[config.mk]
export PLATFORM = sky130hd
export DESIGN_NAME = grid_sweep_sequencer
export DESIGN_NICKNAME = d
export VERILOG_FILES = /design/src/rtl/grid_sweep_sequencer.sv
export SDC_FILE = /design/constraint.sdc
export NUM_CORES = 1
export LEC_CHECK = 0
export BUFFER_PORTS_ARGS = -buffer_cell sky130_fd_sc_hd__buf_2
export CORE_MARGIN = 10
export CORE_UTILIZATION = 52
export CTS_BUF_LIST = sky130_fd_sc_hd__clkbuf_2 sky130_fd_sc_hd__clkbuf_4 sky130_fd_sc_hd__clkbuf_8
export CTS_CLUSTER_DIAMETER = 40
export CTS_CLUSTER_SIZE = 14
export DETAILED_ROUTE_END_ITERATION = 8
export PLACE_DENSITY = 0.78
export SETUP_SLACK_MARGIN = 0.15
export SKIP_LAST_GASP = 1
export SLEW_MARGIN = 0
export SYNTH_ARGS = -nofsm -noshare
export SYNTH_HDL_FRONTEND = slang
export SYNTH_SLANG_ARGS = --single-unit
[constraint.sdc]
create_clock -name clk -period 1.7 [get_ports clk]
set_input_delay 0.085 -clock clk [delete_from_list [all_inputs] [get_ports clk]]
set_output_delay 0.085 -clock clk [all_outputs]
set_load 0.02 [all_outputs]
[src/rtl/grid_sweep_sequencer.sv]
// Raster sequencer: walks every environment cell once per game tick (ADDR/WAIT/WRITE per cell),
// pausable at cell boundaries. Define SWEEP_SERPENTINE_EN for boustrophedon row order.
module grid_sweep_sequencer #(
  parameter int unsigned X_BITS   = 8,
  parameter int unsigned Y_BITS   = 7,
  parameter int unsigned X_MAX    = 159,
  parameter int unsigned Y_MAX    = 119,
  parameter int unsigned READ_LAT = 2
) (
  input  logic              clk,
  input  logic              RESET_SIM_N,
  input  logic              run,
  input  logic              pause,
  input  logic              game_tick,
  output logic [X_BITS-1:0] writeLoc_x,
  output logic [Y_BITS-1:0] writeLoc_y,
  output logic              write_flag,
  output logic              hold_locs,
  output logic              sweep_busy,
  output logic              sweep_done,
  output logic [15:0]       frame_count,
  output logic              overrun
);

  localparam int unsigned CNT_W   = 4;
  localparam int unsigned FRAME_W = 16;

  typedef enum logic [2:0] {
    S_IDLE,
    S_ADDR,
    S_WAIT,
    S_WRITE,
    S_PAUSED
  } state_t;

  state_t              r_state;
  logic [X_BITS-1:0]   r_x;
  logic [Y_BITS-1:0]   r_y;
  logic [CNT_W-1:0]    r_cnt;
  logic                r_pending;
  logic                r_overrun;
  logic [FRAME_W-1:0]  r_frame;
  logic                r_done;
  logic                r_write_flag;
  logic                r_hold;
  logic                r_busy;

  state_t              w_state_nxt;
  logic [X_BITS-1:0]   w_x_nxt;
  logic [Y_BITS-1:0]   w_y_nxt;
  logic [CNT_W-1:0]    w_cnt_nxt;
  logic                w_pending_nxt;
  logic                w_overrun_nxt;
  logic [FRAME_W-1:0]  w_frame_nxt;
  logic                w_done_nxt;
  logic                w_in_sweep;

  logic                w_row_end;
  logic                w_last_cell;
  logic [X_BITS-1:0]   w_adv_x;
  logic [Y_BITS-1:0]   w_adv_y;

  // Next-cell address and end-of-row / end-of-sweep detection
  always_comb begin
    w_row_end = 1'b0;
    w_adv_x   = r_x;
`ifdef SWEEP_SERPENTINE_EN
    if (r_y[0]) begin
      w_row_end = (r_x == X_BITS'(0));
      w_adv_x   = w_row_end ? r_x : (r_x - X_BITS'(1));
    end else begin
      w_row_end = (r_x == X_BITS'(X_MAX));
      w_adv_x   = w_row_end ? r_x : (r_x + X_BITS'(1));
    end
`else
    w_row_end = (r_x == X_BITS'(X_MAX));
    w_adv_x   = w_row_end ? X_BITS'(0) : (r_x + X_BITS'(1));
`endif
    w_adv_y     = w_row_end ? (r_y + Y_BITS'(1)) : r_y;
    w_last_cell = w_row_end && (r_y == Y_BITS'(Y_MAX));
  end

  // Next-state and datapath updates
  always_comb begin
    w_state_nxt   = r_state;
    w_x_nxt       = r_x;
    w_y_nxt       = r_y;
    w_cnt_nxt     = r_cnt;
    w_pending_nxt = r_pending;
    w_overrun_nxt = r_overrun;
    w_frame_nxt   = r_frame;
    w_done_nxt    = 1'b0;
    w_in_sweep    = (r_state != S_IDLE);

    if (!run) begin
      w_state_nxt   = S_IDLE;
      w_x_nxt       = '0;
      w_y_nxt       = '0;
      w_cnt_nxt     = '0;
      w_pending_nxt = 1'b0;
    end else begin
      // Queue at most one tick behind the running sweep; a second is counted as overrun
      if (game_tick && w_in_sweep) begin
        if (r_pending) w_overrun_nxt = 1'b1;
        else           w_pending_nxt = 1'b1;
      end

      case (r_state)
        S_IDLE: begin
          if (game_tick || r_pending) begin
            w_state_nxt   = S_ADDR;
            w_x_nxt       = '0;
            w_y_nxt       = '0;
            w_pending_nxt = 1'b0;
          end
        end
        S_ADDR: begin
          w_state_nxt = S_WAIT;
          w_cnt_nxt   = CNT_W'(READ_LAT - 1);
        end
        S_WAIT: begin
          if (r_cnt == '0) w_state_nxt = S_WRITE;
          else             w_cnt_nxt   = r_cnt - CNT_W'(1);
        end
        S_WRITE: begin
          if (w_last_cell) begin
            w_state_nxt = S_IDLE;
            w_x_nxt     = '0;
            w_y_nxt     = '0;
            w_done_nxt  = 1'b1;
            w_frame_nxt = r_frame + FRAME_W'(1);
          end else begin
            w_x_nxt     = w_adv_x;
            w_y_nxt     = w_adv_y;
            w_state_nxt = pause ? S_PAUSED : S_ADDR;
          end
        end
        S_PAUSED: begin
          if (!pause) w_state_nxt = S_ADDR;
        end
        default: begin
          w_state_nxt = S_IDLE;
        end
      endcase
    end
  end

  // State and registered outputs
  always_ff @(posedge clk or negedge RESET_SIM_N) begin
    if (!RESET_SIM_N) begin
      r_state      <= S_IDLE;
      r_x          <= '0;
      r_y          <= '0;
      r_cnt        <= '0;
      r_pending    <= 1'b0;
      r_overrun    <= 1'b0;
      r_frame      <= '0;
      r_done       <= 1'b0;
      r_write_flag <= 1'b0;
      r_hold       <= 1'b1;
      r_busy       <= 1'b0;
    end else begin
      r_state      <= w_state_nxt;
      r_x          <= w_x_nxt;
      r_y          <= w_y_nxt;
      r_cnt        <= w_cnt_nxt;
      r_pending    <= w_pending_nxt;
      r_overrun    <= w_overrun_nxt;
      r_frame      <= w_frame_nxt;
      r_done       <= w_done_nxt;
      r_write_flag <= (w_state_nxt == S_WRITE);
      r_hold       <= (w_state_nxt == S_IDLE) || (w_state_nxt == S_PAUSED);
      r_busy       <= (w_state_nxt != S_IDLE);
    end
  end

  assign writeLoc_x  = r_x;
  assign writeLoc_y  = r_y;
  assign write_flag  = r_write_flag;
  assign hold_locs   = r_hold;
  assign sweep_busy  = r_busy;
  assign sweep_done  = r_done;
  assign frame_count = r_frame;
  assign overrun     = r_overrun;

endmodule
==> results of run 1 <==
-- layout make-up --
type	count	area [sq um]	share of cell area (%)
flip-flops and latches	44	1110	34.5
inverters	7	26.3	0.818
well taps	50	62.6	1.95
repair buffers	91	624	19.4
multi-input cells	166	1300	40.4
clock buffers	5	68.8	2.14
clock inverters	3	23.8	0.740
-- kinds of logic (layout without fill, tap and decap cells) --
family,count (synthesis),count (layout),synth area share (%)
compound gates,32,32,10.6
simple gates,105,105,24.9
fa+ha+maj,4,4,2.22
buf+inv,14,106,3.50
xor+xnor,24,24,9.33
flops,44,44,48.9
mux,1,1,0.500
-- power by group through the flow --
| stage | clock [mW] | sequential (mW) | combinational (mW) |
|---|---|---|---|
| 2_1_floorplan | 0 | 1.27 | 0.477 |
| 3_3_place_gp | 0 | 1.20 | 0.794 |
| 3_5_place_dp | 0 | 1.20 | 0.809 |
| 4_1_cts | 0.689 | 1.19 | 0.877 |
| 5_1_grt | 0.727 | 1.19 | 1.08 |
| 6_report | 0.675 | 1.19 | 0.992 |
-- repair_timing --
action                     4_1_cts  5_1_grt
hold endpoints to repair        18        0
setup endpoints to repair       33       38
pin swaps                       23       14
buffers inserted                 4        9
gates resized for setup         28       22
hold buffers                     1        0
-- flip-flops by register name (all words and copies together) (netlist names) --
name,flops
frame_count,16
writeLoc_x,8
writeLoc_y,7
r_cnt,4
r_state,3
hold_locs,1
overrun,1
r_pending,1
sweep_busy,1
sweep_done,1
write_flag,1
-- cells in the mapped netlist, drive strengths merged (2+ instances only) --
| library cell | count |
|---|---|
| o21ai | 12 |
| nor3b | 2 |
| xnor2 | 10 |
| nand4b | 2 |
| or3 | 2 |
| nor3 | 8 |
| inv | 7 |
| nor2 | 28 |
| nand2 | 25 |
| a211o | 2 |
| and3 | 6 |
| a21oi | 3 |
| nand2b | 3 |
| nand3 | 9 |
| nor4 | 2 |
| dfrtp | 43 |
| and4 | 2 |
| nand3b | 2 |
| buf | 6 |
| a31oi | 2 |
| nand4 | 9 |
| ha | 4 |
| o211ai | 2 |
| xor2 | 14 |
-- cell usage in the layout, fill, tap and decap left out, types with 6 or more instances in the layout --
cell	Yosys	layout
dfrtp_1	43	38
xor2_1	14	14
nand4_1	9	9
and3_1	6	6
buf_2	3	40
nand2_2	0	6
xnor2_1	10	8
buf_4	0	42
nor2_1	28	24
nand3_1	8	7
nand2_1	25	18
buf_6	3	7
inv_1	7	6
-- critical path, cell delays in order, from the launching register on --
cell,delay [ns]
dfrtp_2,0.39
ha_4,0.15
nand4bb_4,0.14
nor4_4,0.26
buf_4,0.18
nand3_4,0.13
buf_4,0.17
buf_4,0.12
xnor2_1,0.11
-- path summary, 6_finish.rpt --
kind / startpoint / to / slack (ns) / cells after the start
min reg2reg: overrun / overrun / 0.46 / 1
max reg2reg: writeLoc_x[1] / frame_count[2] / -0.07 / 8
max: writeLoc_x[1] / frame_count[2] / -0.07 / 8
min in group asynchronous: RESET_SIM_N / r_cnt[3] / 0.28 / 2
max in group asynchronous: RESET_SIM_N / hold_locs / 0.85 / 3
min: run / hold_locs / 0.07 / 2
-- routing by layer --
metal	track usage, %	vias up	part of all wire [%]
li1	-	977	-
met1	18.8	1023	42
met2	26.8	51	51
met3	4.82	8	5.3
met4	4.64	0	1.4
met5	0	-	0
==> out/metrics.yaml, run 1 <==
status:
  status: "finished with violations"
  failed_checks: "negative setup slack"
clocking:
  insertion_delay_ns: 0.30
  numCtsBuffers: 5
  cts.clk_slew.worst_paths_ns: 0.09
  cts_tree: "yes"
  htree_levels: 2
  max-clock-path-buffers: 2
  cts-root-buf: "clkbuf_8"
  clkSinkCount: 44
sta:
  fmax_mhz: 566
  skew_ns: 0.00929
  period_share_pct: 104
  drv_slew: 0
  tightestPinTransition_ns: 0.500
  whs_ns: 0.0743
  setup_viol: 10
  slew_headroom_pct: 66.7
  period_needed_ns: 1.77
  worst_slack_ns: -0.0679
  fin_tns_setup_ns: -0.338
  rsz0062_at_grt: "true"
  hold_viol: 0
global_routing:
  grt_usage_pct: 15.8
  grt_pass1_vias: 2045
  antenna_found_initial: 0
  grt_pass1_wl_um: 9700
  overflow: 0
  grt_start_max_net_pins: 27
placed_design:
  placed_cells: 344
  port_buffers: 40
  placed_cell_area_sq_um: 2820
  routabilityCongestion: 0.810
  hpwl_um: 4110
  dp_slack_ns: -0.0839
final_layout:
  n_fill_cell: 250
  post-route-util_pct: 78.6
  n_antenna_cell: 0
  stdcell_area_sq_um: 3210
  syn_to_final_growth_pct: 42.5
  instances_no_fill: 366
  drive_gt1_share_pct: 45.9
  final_nets: 324
pwr:
  pwr-share-comb_pct: 34.7
  switching_power_uw: 950
  p_int_mw: 1.90
  max-vdd-ir-drop_mv: 0.622
  power_density_nw_per_um2: 889
  swShare_pct: 33.3
  p_seq_share_pct: 41.6
  power_frac_clock_pct: 23.6
  leakagePower_nw: 1.61
  power_mw: 2.86
critical_path:
  path_class: "register to register"
  critPathLaunchType: "register"
  crit_fanout: 6
  crit_path_end_kind: "register"
  cp_data_arrival_time_ns: 1.96
  cp.required_ns: 1.90
flow_run:
  drv_cap: 0
synthesis:
  synth_area_leaders: "dfrtp_1 48%, xor2_1 5.4%, nor2_1 4.7%"
  synth-seq-cells: 44
  synthesis.nets: 233
  ys_seq_area_share_pct: 48.9
  synth_edf_count: 0
  yosysTopAreaCellShare_pct: 47.8
  async_flop_share_pct: 100
  avgSynthCellArea_sq_um: 10.1
  synthDistinctLibCells: 48
  ys_warn_count: 0
  yosys.area.top_type: "dfrtp_1"
  synth_top_flop_cell: "dfrtp_1"
  syn_area_sq_um: 2250
  synth_cells: 224
die:
  die_h_um: 85.8
  core_sq_um: 4090
  num_io_pins: 41
  dieArea_sq_um: 7370
  rows: 23
  die_w_um: 85.8
  start_util_pct: 55.1
drt:
  firstDrtPassIters: 4
  via_per_inst: 5.63
  drc: 0
  drtIter0Drc: 91
  wl_per_cell_um: 16.7
  wirelength_um: 6120
  postRouteAntennaNets: 0
  via_count: 2059
min_path:
  min_path_type: "primary input to register"
No activity file was read; power rests on OpenSTA's default activity.
==> inputs of run 2 (changes only) <==
- CORE_UTILIZATION: 52 -> 50
- CTS_BUF_LIST: sky130_fd_sc_hd__clkbuf_2 sky130_fd_sc_hd__clkbuf_4 sky130_fd_sc_hd__clkbuf_8 -> sky130_fd_sc_hd__clkbuf_4 sky130_fd_sc_hd__clkbuf_8 sky130_fd_sc_hd__clkbuf_16
- PLACE_DENSITY: 0.78 -> 0.76
==> run 2 against run 1 <==
Against the previous run:
- the flow still finishes with violations (negative setup slack)
- sequential power about the same
- first-iteration DRC count increased by 21%
- sequential share of layout area decreased by 0.12 points
- die area grew 3.1%
- critical endpoint is now r_state[0]
- largest power group unchanged
- highest routed layer unchanged
==> out/metrics.yaml, run 2 (same netlist as run 1, synthesis figures left out) <==
status:
  status: "finished with violations"  # unchanged
  failed_checks: "negative setup slack"  # unchanged
critical_path:
  crit_fanout: 4  # was 6
  path_class: "register to register"  # unchanged
  worstPathCellList: "ha_4, nand4_1, nor4_4, buf_4, buf_4, buf_6, or3_4, o21ai_2"  # was ha_4, nand4bb_4, nor4_4, buf_4, nand3_4, buf_4, buf_4, xnor2_1
  max_stage_delay_ns: 0.44  # was 0.39 ns
  reg2reg_depth: 8  # unchanged
  crit_path_end_kind: "register"  # unchanged
  crit_top_cell: "buf_4"  # unchanged
  critPathLaunchType: "register"  # unchanged
  r2r_slack_ns: -0.08  # was -0.07 ns
  cp_data_arrival_time_ns: 2.00  # was 1.96 ns
  r2r_start: "writeLoc_y[1]"  # was writeLoc_x[1]
  cp_num_buf_inv: 3  # unchanged
  crit_end: "r_state[0]"  # was frame_count[2]
  critPathLaunch: "writeLoc_y[1]"  # was writeLoc_x[1]
  crit_family: "simple AND/OR/NAND/NOR gates"  # unchanged
  r2r_end: "r_state[0]"  # was frame_count[2]
  cp.required_ns: 1.92  # was 1.90 ns
  cp.depth: 8  # unchanged
  cp_slowest_cell: "dfrtp_2"  # unchanged
drt:
  via_per_inst: 5.54  # was 5.63
  postRouteAntennaNets: 0  # unchanged
  drtIter0Drc: 110  # was 91
  wirelength_um: 5890  # was 6120 um
  drc: 0  # unchanged
  firstDrtPassIters: 4  # unchanged
  wl_per_cell_um: 16.2  # was 16.7 um
  via_count: 2015  # was 2059
pwr:
  leakagePower_nw: 1.62  # was 1.61 nW
  power_density_nw_per_um2: 964  # was 889 nW/um^2
  p_int_mw: 2.16  # was 1.90 mW
  pwr-share-comb_pct: 33.7  # was 34.7%
  switching_power_uw: 941  # was 950 uW
  p_seq_share_pct: 38.3  # was 41.6%
  max-vdd-ir-drop_mv: 0.563  # was 0.622 mV
  swShare_pct: 30.3  # was 33.3%
  power_mw: 3.10  # was 2.86 mW
  power_frac_clock_pct: 28.1  # was 23.6%
clocking:
  htree_levels: 2  # unchanged
  cts_tree: "yes"  # unchanged
  clkSinkCount: 44  # unchanged
  max-clock-path-buffers: 2  # unchanged
  cts-root-buf: "clkbuf_8"  # unchanged
  numCtsBuffers: 5  # unchanged
  cts.clk_slew.worst_paths_ns: 0.08  # was 0.09 ns
  insertion_delay_ns: 0.29  # was 0.30 ns
sta:
  period_share_pct: 105  # was 104%
  slew_headroom_pct: 76.9  # was 66.7%
  skew_ns: 0.00794  # was 0.00929 ns
  drv_slew: 0  # unchanged
  rsz0062_at_grt: "true"  # unchanged
  setup_viol: 14  # was 10
  fmax_mhz: 561  # was 566 MHz
  hold_viol: 0  # unchanged
  fin_tns_setup_ns: -0.340  # was -0.338 ns
  tightestPinTransition_ns: 0.345  # was 0.500 ns
  period_needed_ns: 1.78  # was 1.77 ns
  worst_slack_ns: -0.0832  # was -0.0679 ns
global_routing:
  grt_start_max_net_pins: 45  # was 27
  grt_pass1_vias: 2002  # was 2045
  grt_usage_pct: 15.0  # was 15.8%
  grt_pass1_wl_um: 9370  # was 9700 um
  antenna_found_initial: 0  # unchanged
  overflow: 0  # unchanged
final_layout:
  layout_common_cells: "40 x buf_2, 38 x dfrtp_1, 36 x buf_4"  # was 42 x buf_4, 40 x buf_2, 38 x dfrtp_1
  stdcell_area_sq_um: 3220  # was 3210 sq um
  final_nets: 320  # was 324
  drive_gt1_share_pct: 46.5  # was 45.9%
  syn_to_final_growth_pct: 43.0  # was 42.5%
  n_antenna_cell: 0  # unchanged
  largest_reg_flops: 16  # unchanged
  n_fill_cell: 276  # was 250
  final_common_cell: "buf_2"  # was buf_4
placed_design:
  placed_cell_area_sq_um: 2780  # was 2820 sq um
  routabilityCongestion: 0.833  # was 0.810
  hpwl_um: 3920  # was 4110 um
  port_buffers: 40  # unchanged
die:
  num_io_pins: 41  # unchanged
  core_sq_um: 4350  # was 4090 sq um
  die_w_um: 87.1  # was 85.8 um
  die_h_um: 87.1  # was 85.8 um
  start_util_pct: 51.8  # was 55.1%
  dieArea_sq_um: 7590  # was 7370 sq um
  rows: 24  # was 23
min_path:
  min_path_type: "primary input to register"  # unchanged
flow_run:
  drv_cap: 0  # unchanged
## run 2: cell types whose count changed in the layout (fill, tap and decap cells not counted), sizes merged
cell	delta
clkinvlp	-2
buf	-4
clkbuf	+2
clkinv	-1
bufinv	+1
## run 2: final cells by class
class / count / area, sq um / area share (%)
Tap cell: 52 / 65.1 / 2.02
Sequential cell: 44 / 1110 / 34.4
Timing Repair Buffer: 87 / 602 / 18.7
Multi-Input combinational cell: 166 / 1290 / 40.2
Clock inverter: 1 / 30.0 / 0.932
Inverter: 7 / 26.3 / 0.816
Clock buffer: 7 / 96.3 / 2.99
## run 2: power groups by stage
stage                     Sequential, mW  Clock, mW  Combinational [mW]
final                               1.19      0.872                1.04
after global routing                1.20      0.927                1.13
after CTS                           1.19      0.884               0.874
after detailed placement            1.20          0               0.787
after global placement              1.20          0               0.773
after floorplan                     1.27          0               0.477
## run 2: worst min-delay path by stage
stage / from / endpoint / slack, ns / cells after the start
finish: game_tick / overrun / 0.09 / 2
detailed placement: RESET_SIM_N / r_cnt[0] / 0.08 / 2
floorplan: RESET_SIM_N / frame_count[0] / -0.21 / 0
global route: pause / r_state[2] / 0.08 / 2
CTS: game_tick / overrun / 0.08 / 2
global placement: RESET_SIM_N / r_cnt[3] / 0.08 / 2
## run 2: worst register-to-register path, delay by kind of cell (launching register included)
family | cells | cell delay, ns
fa+ha+maj | 1 | 0.17
flops | 1 | 0.44
compound gates | 1 | 0.13
simple gates | 3 | 0.56
buf+inv | 3 | 0.41
## run 2: what timing repair did
item                       in CTS  in global routing
gates resized for setup        27                 27
hold buffers                    1                  0
cloned                          0                  0
hold endpoints to repair       43                  0
setup endpoints to repair      32                 38
buffers inserted                6                  9
pin swaps                      27                 18
## run 2: metal layers
metal | up-vias | wire length [um] | GRT usage (%) | share of wire (%)
li1 | 960 | - | - | -
met1 | 992 | 2510 | 18.3 | 43
met2 | 54 | 2980 | 25.4 | 51
met3 | 9 | 314 | 4.03 | 5.3
met4 | 0 | 91 | 3.77 | 1.5
met5 | - | 0 | 0 | 0
## run 2: per-stage QoR
stage	hold WS [ns]	setup WS [ns]	cells	utilization, %
5_1_grt	0.0806	-0.183	364	74.0
4_1_cts	0.0840	-0.0130	355	70.3
2_1_floorplan	-0.211	-0.152	224	-
3_3_place_gp	0.0783	0.00757	340	63.8
3_5_place_dp	0.0815	-0.0934	340	63.8
6_report	0.0886	-0.0832	364	74.0
==> inputs of run 3 (changes only) <==
- ABC_AREA: unset -> 1
- PLACE_DENSITY: 0.76 -> 0.75
==> run 3 against run 2 <==
Against the previous run:
- the flow now finishes without violations
- synthesized cell count grew 33%
- routed wire length up 2.2%
- sequential power decreased by 4%
- flip-flop and latch count stayed put
- synthesized area grew 5.9%
- fmax is 16% higher
- critical path depth unchanged
- cell count is 17% higher
- via count rose by 10%
- non-clock buffer count fell by 20
- largest cell class unchanged
==> out/metrics.yaml, run 3 <==
status:
  status: "finished, final reports clean"  # was finished with violations
sta:
  whs_ns: 0.0618  # was 0.0886 ns
  fmax_mhz: 653  # was 561 MHz
  tightestPinTransition_ns: 0.489  # was 0.345 ns
  period_needed_ns: 1.53  # was 1.78 ns
  skew_ns: 0.0121  # was 0.00794 ns
  setup_viol: 0  # was 14
  slew_headroom_pct: 67.4  # was 76.9%
  rsz0062_at_grt: "true"  # unchanged
  worst_slack_ns: 0.169  # was -0.0832 ns
  fin_tns_setup_ns: 0  # was -0.340 ns
  hold_viol: 0  # unchanged
  drv_slew: 0  # unchanged
  period_share_pct: 90.1  # was 105%
synthesis:
  synth_area_leaders: "dfrtp_1 45%, nand2_1 12%, inv_1 6.3%"  # was dfrtp_1 48%, xor2_1 5.4%, nor2_1 4.7%
  synth_cells: 299  # was 224
  synth_edf_count: 0  # unchanged
  synth_top_flop_cell: "dfrtp_1"  # unchanged
  synth-seq-cells: 44  # unchanged
  ys_top_cells_by_count: "77 x nand2_1, 43 x dfrtp_1, 40 x inv_1"  # was 43 x dfrtp_1, 28 x nor2_1, 25 x nand2_1
  yosys.area.top_type: "dfrtp_1"  # unchanged
  avgSynthCellArea_sq_um: 7.98  # was 10.1 sq um
  synthesis.nets: 308  # was 233
  synthDistinctLibCells: 30  # was 48
  syn_area_sq_um: 2390  # was 2250 sq um
  ys_warn_count: 0  # unchanged
  async_flop_share_pct: 100  # unchanged
  yosysTopAreaCellShare_pct: 45.1  # was 47.8%
  ys_seq_area_share_pct: 46.2  # was 48.9%
  post-synth-top-count-cell: "nand2_1"  # was dfrtp_1
critical_path:
  crit_top_cell: "nor2_4"  # was buf_4
  critPathLaunch: "writeLoc_x[5]"  # was writeLoc_y[1]
  cp.required_ns: 1.92  # about the same
  crit_path_end_kind: "register"  # unchanged
  crit_fanout: 8  # was 4
  worstPathCellList: "nor2_1, nand2_1, nor2_4, nand2_4, nor2_4, buf_6, buf_4, xor2_1"  # was ha_4, nand4_1, nor4_4, buf_4, buf_4, buf_6, or3_4, o21ai_2
  cp_num_buf_inv: 2  # was 3
  max_stage_delay_ns: 0.40  # was 0.44 ns
  cp_slowest_cell: "dfrtp_1"  # was dfrtp_2
  critPathLaunchType: "register"  # unchanged
  cp_data_arrival_time_ns: 1.75  # was 2.00 ns
  r2r_start: "writeLoc_x[5]"  # was writeLoc_y[1]
  crit_family: "simple AND/OR/NAND/NOR gates"  # unchanged
  path_class: "register to register"  # unchanged
drt:
  drtIter0Drc: 96  # was 110
  postRouteAntennaNets: 0  # unchanged
  drc: 0  # unchanged
  firstDrtPassIters: 5  # was 4
  wl_per_cell_um: 14.1  # was 16.2 um
  via_per_inst: 5.21  # was 5.54
  via_count: 2224  # was 2015
  wirelength_um: 6020  # was 5890 um
global_routing:
  grt_pass1_vias: 2082  # was 2002
  grt_pass1_wl_um: 9590  # was 9370 um
  overflow: 0  # unchanged
  grt_usage_pct: 15.2  # was 15.0%
  grt_start_max_net_pins: 26  # was 45
  antenna_found_initial: 0  # unchanged
final_layout:
  drive_gt1_share_pct: 33.8  # was 46.5%
  final_common_cell: "nand2_1"  # was buf_2
  layout_common_cells: "71 x nand2_1, 40 x buf_2, 38 x inv_1"  # was 40 x buf_2, 38 x dfrtp_1, 36 x buf_4
  final_nets: 381  # was 320
  n_antenna_cell: 0  # unchanged
  n_fill_cell: 355  # was 276
  largest_reg_flops: 16  # unchanged
  syn_to_final_growth_pct: 35.2  # was 43.0%
  post-route-util_pct: 69.2  # was 74.0%
  stdcell_area_sq_um: 3230  # was 3220 sq um
  seq_area_sq_um: 1110  # about the same
  instances_no_fill: 427  # was 364
  multi_input_area_sq_um: 1270  # was 1290 sq um
placed_design:
  port_buffers: 40  # unchanged
  routabilityCongestion: 0.903  # was 0.833
  dp_slack_ns: 0.0758  # was -0.0934 ns
  hpwl_um: 4200  # was 3920 um
  placed_cell_area_sq_um: 2730  # was 2780 sq um
  placed_cells: 397  # was 340
die:
  die_h_um: 89.1  # was 87.1 um
  num_io_pins: 41  # unchanged
  die_w_um: 89.1  # was 87.1 um
  rows: 25  # was 24
  start_util_pct: 51.2  # was 51.8%
  core_sq_um: 4660  # was 4350 sq um
  dieArea_sq_um: 7940  # was 7590 sq um
pwr:
  leakagePower_nw: 1.66  # was 1.62 nW
  max-vdd-ir-drop_mv: 0.665  # was 0.563 mV
  power_density_nw_per_um2: 833  # was 964 nW/um^2
  power_mw: 2.69  # was 3.10 mW
flow_run:
  drv_cap: 0  # unchanged
clocking:
  numCtsBuffers: 5  # unchanged
  insertion_delay_ns: 0.30  # was 0.29 ns
  clkSinkCount: 44  # unchanged
  cts_tree: "yes"  # unchanged
  max-clock-path-buffers: 2  # unchanged
  cts-root-buf: "clkbuf_8"  # unchanged
  htree_levels: 2  # unchanged
  cts.clk_slew.worst_paths_ns: 0.08  # about the same
min_path:
  min_path_type: "primary input to register"  # unchanged
  min-delay-start: "game_tick"  # unchanged
[run 3: cell count changes after synthesis, moves of 4 or more]
| cell | before | now |
|---|---|---|
| inv_2 | 0 | 4 |
| and3_1 | 6 | 0 |
| a21oi_1 | 3 | 9 |
| inv_1 | 7 | 40 |
| xor2_1 | 14 | 8 |
| nand2_1 | 25 | 77 |
| nand3_1 | 8 | 29 |
| o21ai_0 | 11 | 7 |
| o22ai_1 | 0 | 5 |
| nor2_4 | 0 | 5 |
[run 3: cell families after synthesis]
| group | share of synthesized area (%) |
|---|---|
| DFF | 46.2 |
| and+or+nand+nor | 31.9 |
| buffers and inverters | 7.60 |
| adders and majority gates | 2.10 |
| AOI/OAI and AO/OA | 6.71 |
| xor gates and xnor gates | 5.50 |
[run 3: report_power, final]
| group | internal (mW) | switching, mW | total [mW] |
|---|---|---|---|
| Sequential | 1.10 | 0.0373 | 1.14 |
| Clock | 0.735 | 0.363 | 1.10 |
| Combinational | 0.162 | 0.287 | 0.449 |
| Total | 2.00 | 0.687 | 2.69 |
[run 3: worst paths after layout]
check	end	slack, ns	cells after the start
worst max-delay path	frame_count[0]	0.17	8
worst min-delay path	overrun	0.06	3
worst max register to register	frame_count[0]	0.17	8
worst min register to register	overrun	0.47	1
max in group asynchronous	hold_locs	0.87	3
min in group asynchronous	writeLoc_y[3]	0.26	2
[run 3: routing by layer]
| metal | track usage (%) | part of all wire [%] | up-vias |
|---|---|---|---|
| li1 | - | - | 1105 |
| met1 | 17.9 | 42 | 1049 |
| met2 | 25.8 | 50 | 62 |
| met3 | 4.65 | 7.3 | 8 |
| met4 | 4.62 | 1.3 | 0 |
| met5 | 0 | 0 | - |
[run 3: timing repair]
item                       in CTS  in global routing
gates cloned                    0                  1
setup endpoints to repair      16                 33
gates resized for setup         2                 39
pin swaps                       4                 16
hold endpoints to repair       19                  0
hold buffers                    1                  0
buffers inserted                8                 12
[run 3: cell type report]
cell class,instances,area share [%]
multi-input cells,210,39.5
flip-flops and latches,44,34.4
repair buffers,67,13.7
inverters,44,5.39
clock inverters,3,2.79
clock buffers,5,2.13
well taps,54,2.09
[run 3: worst reg2reg max path, cell delays in order, from the launching register on]
cell and delay, ns:
dfrtp_1 0.40, nor2_1 0.14, nand2_1 0.12, nor2_4 0.18
nand2_4 0.09, nor2_4 0.12, buf_6 0.15, buf_4 0.12
xor2_1 0.13
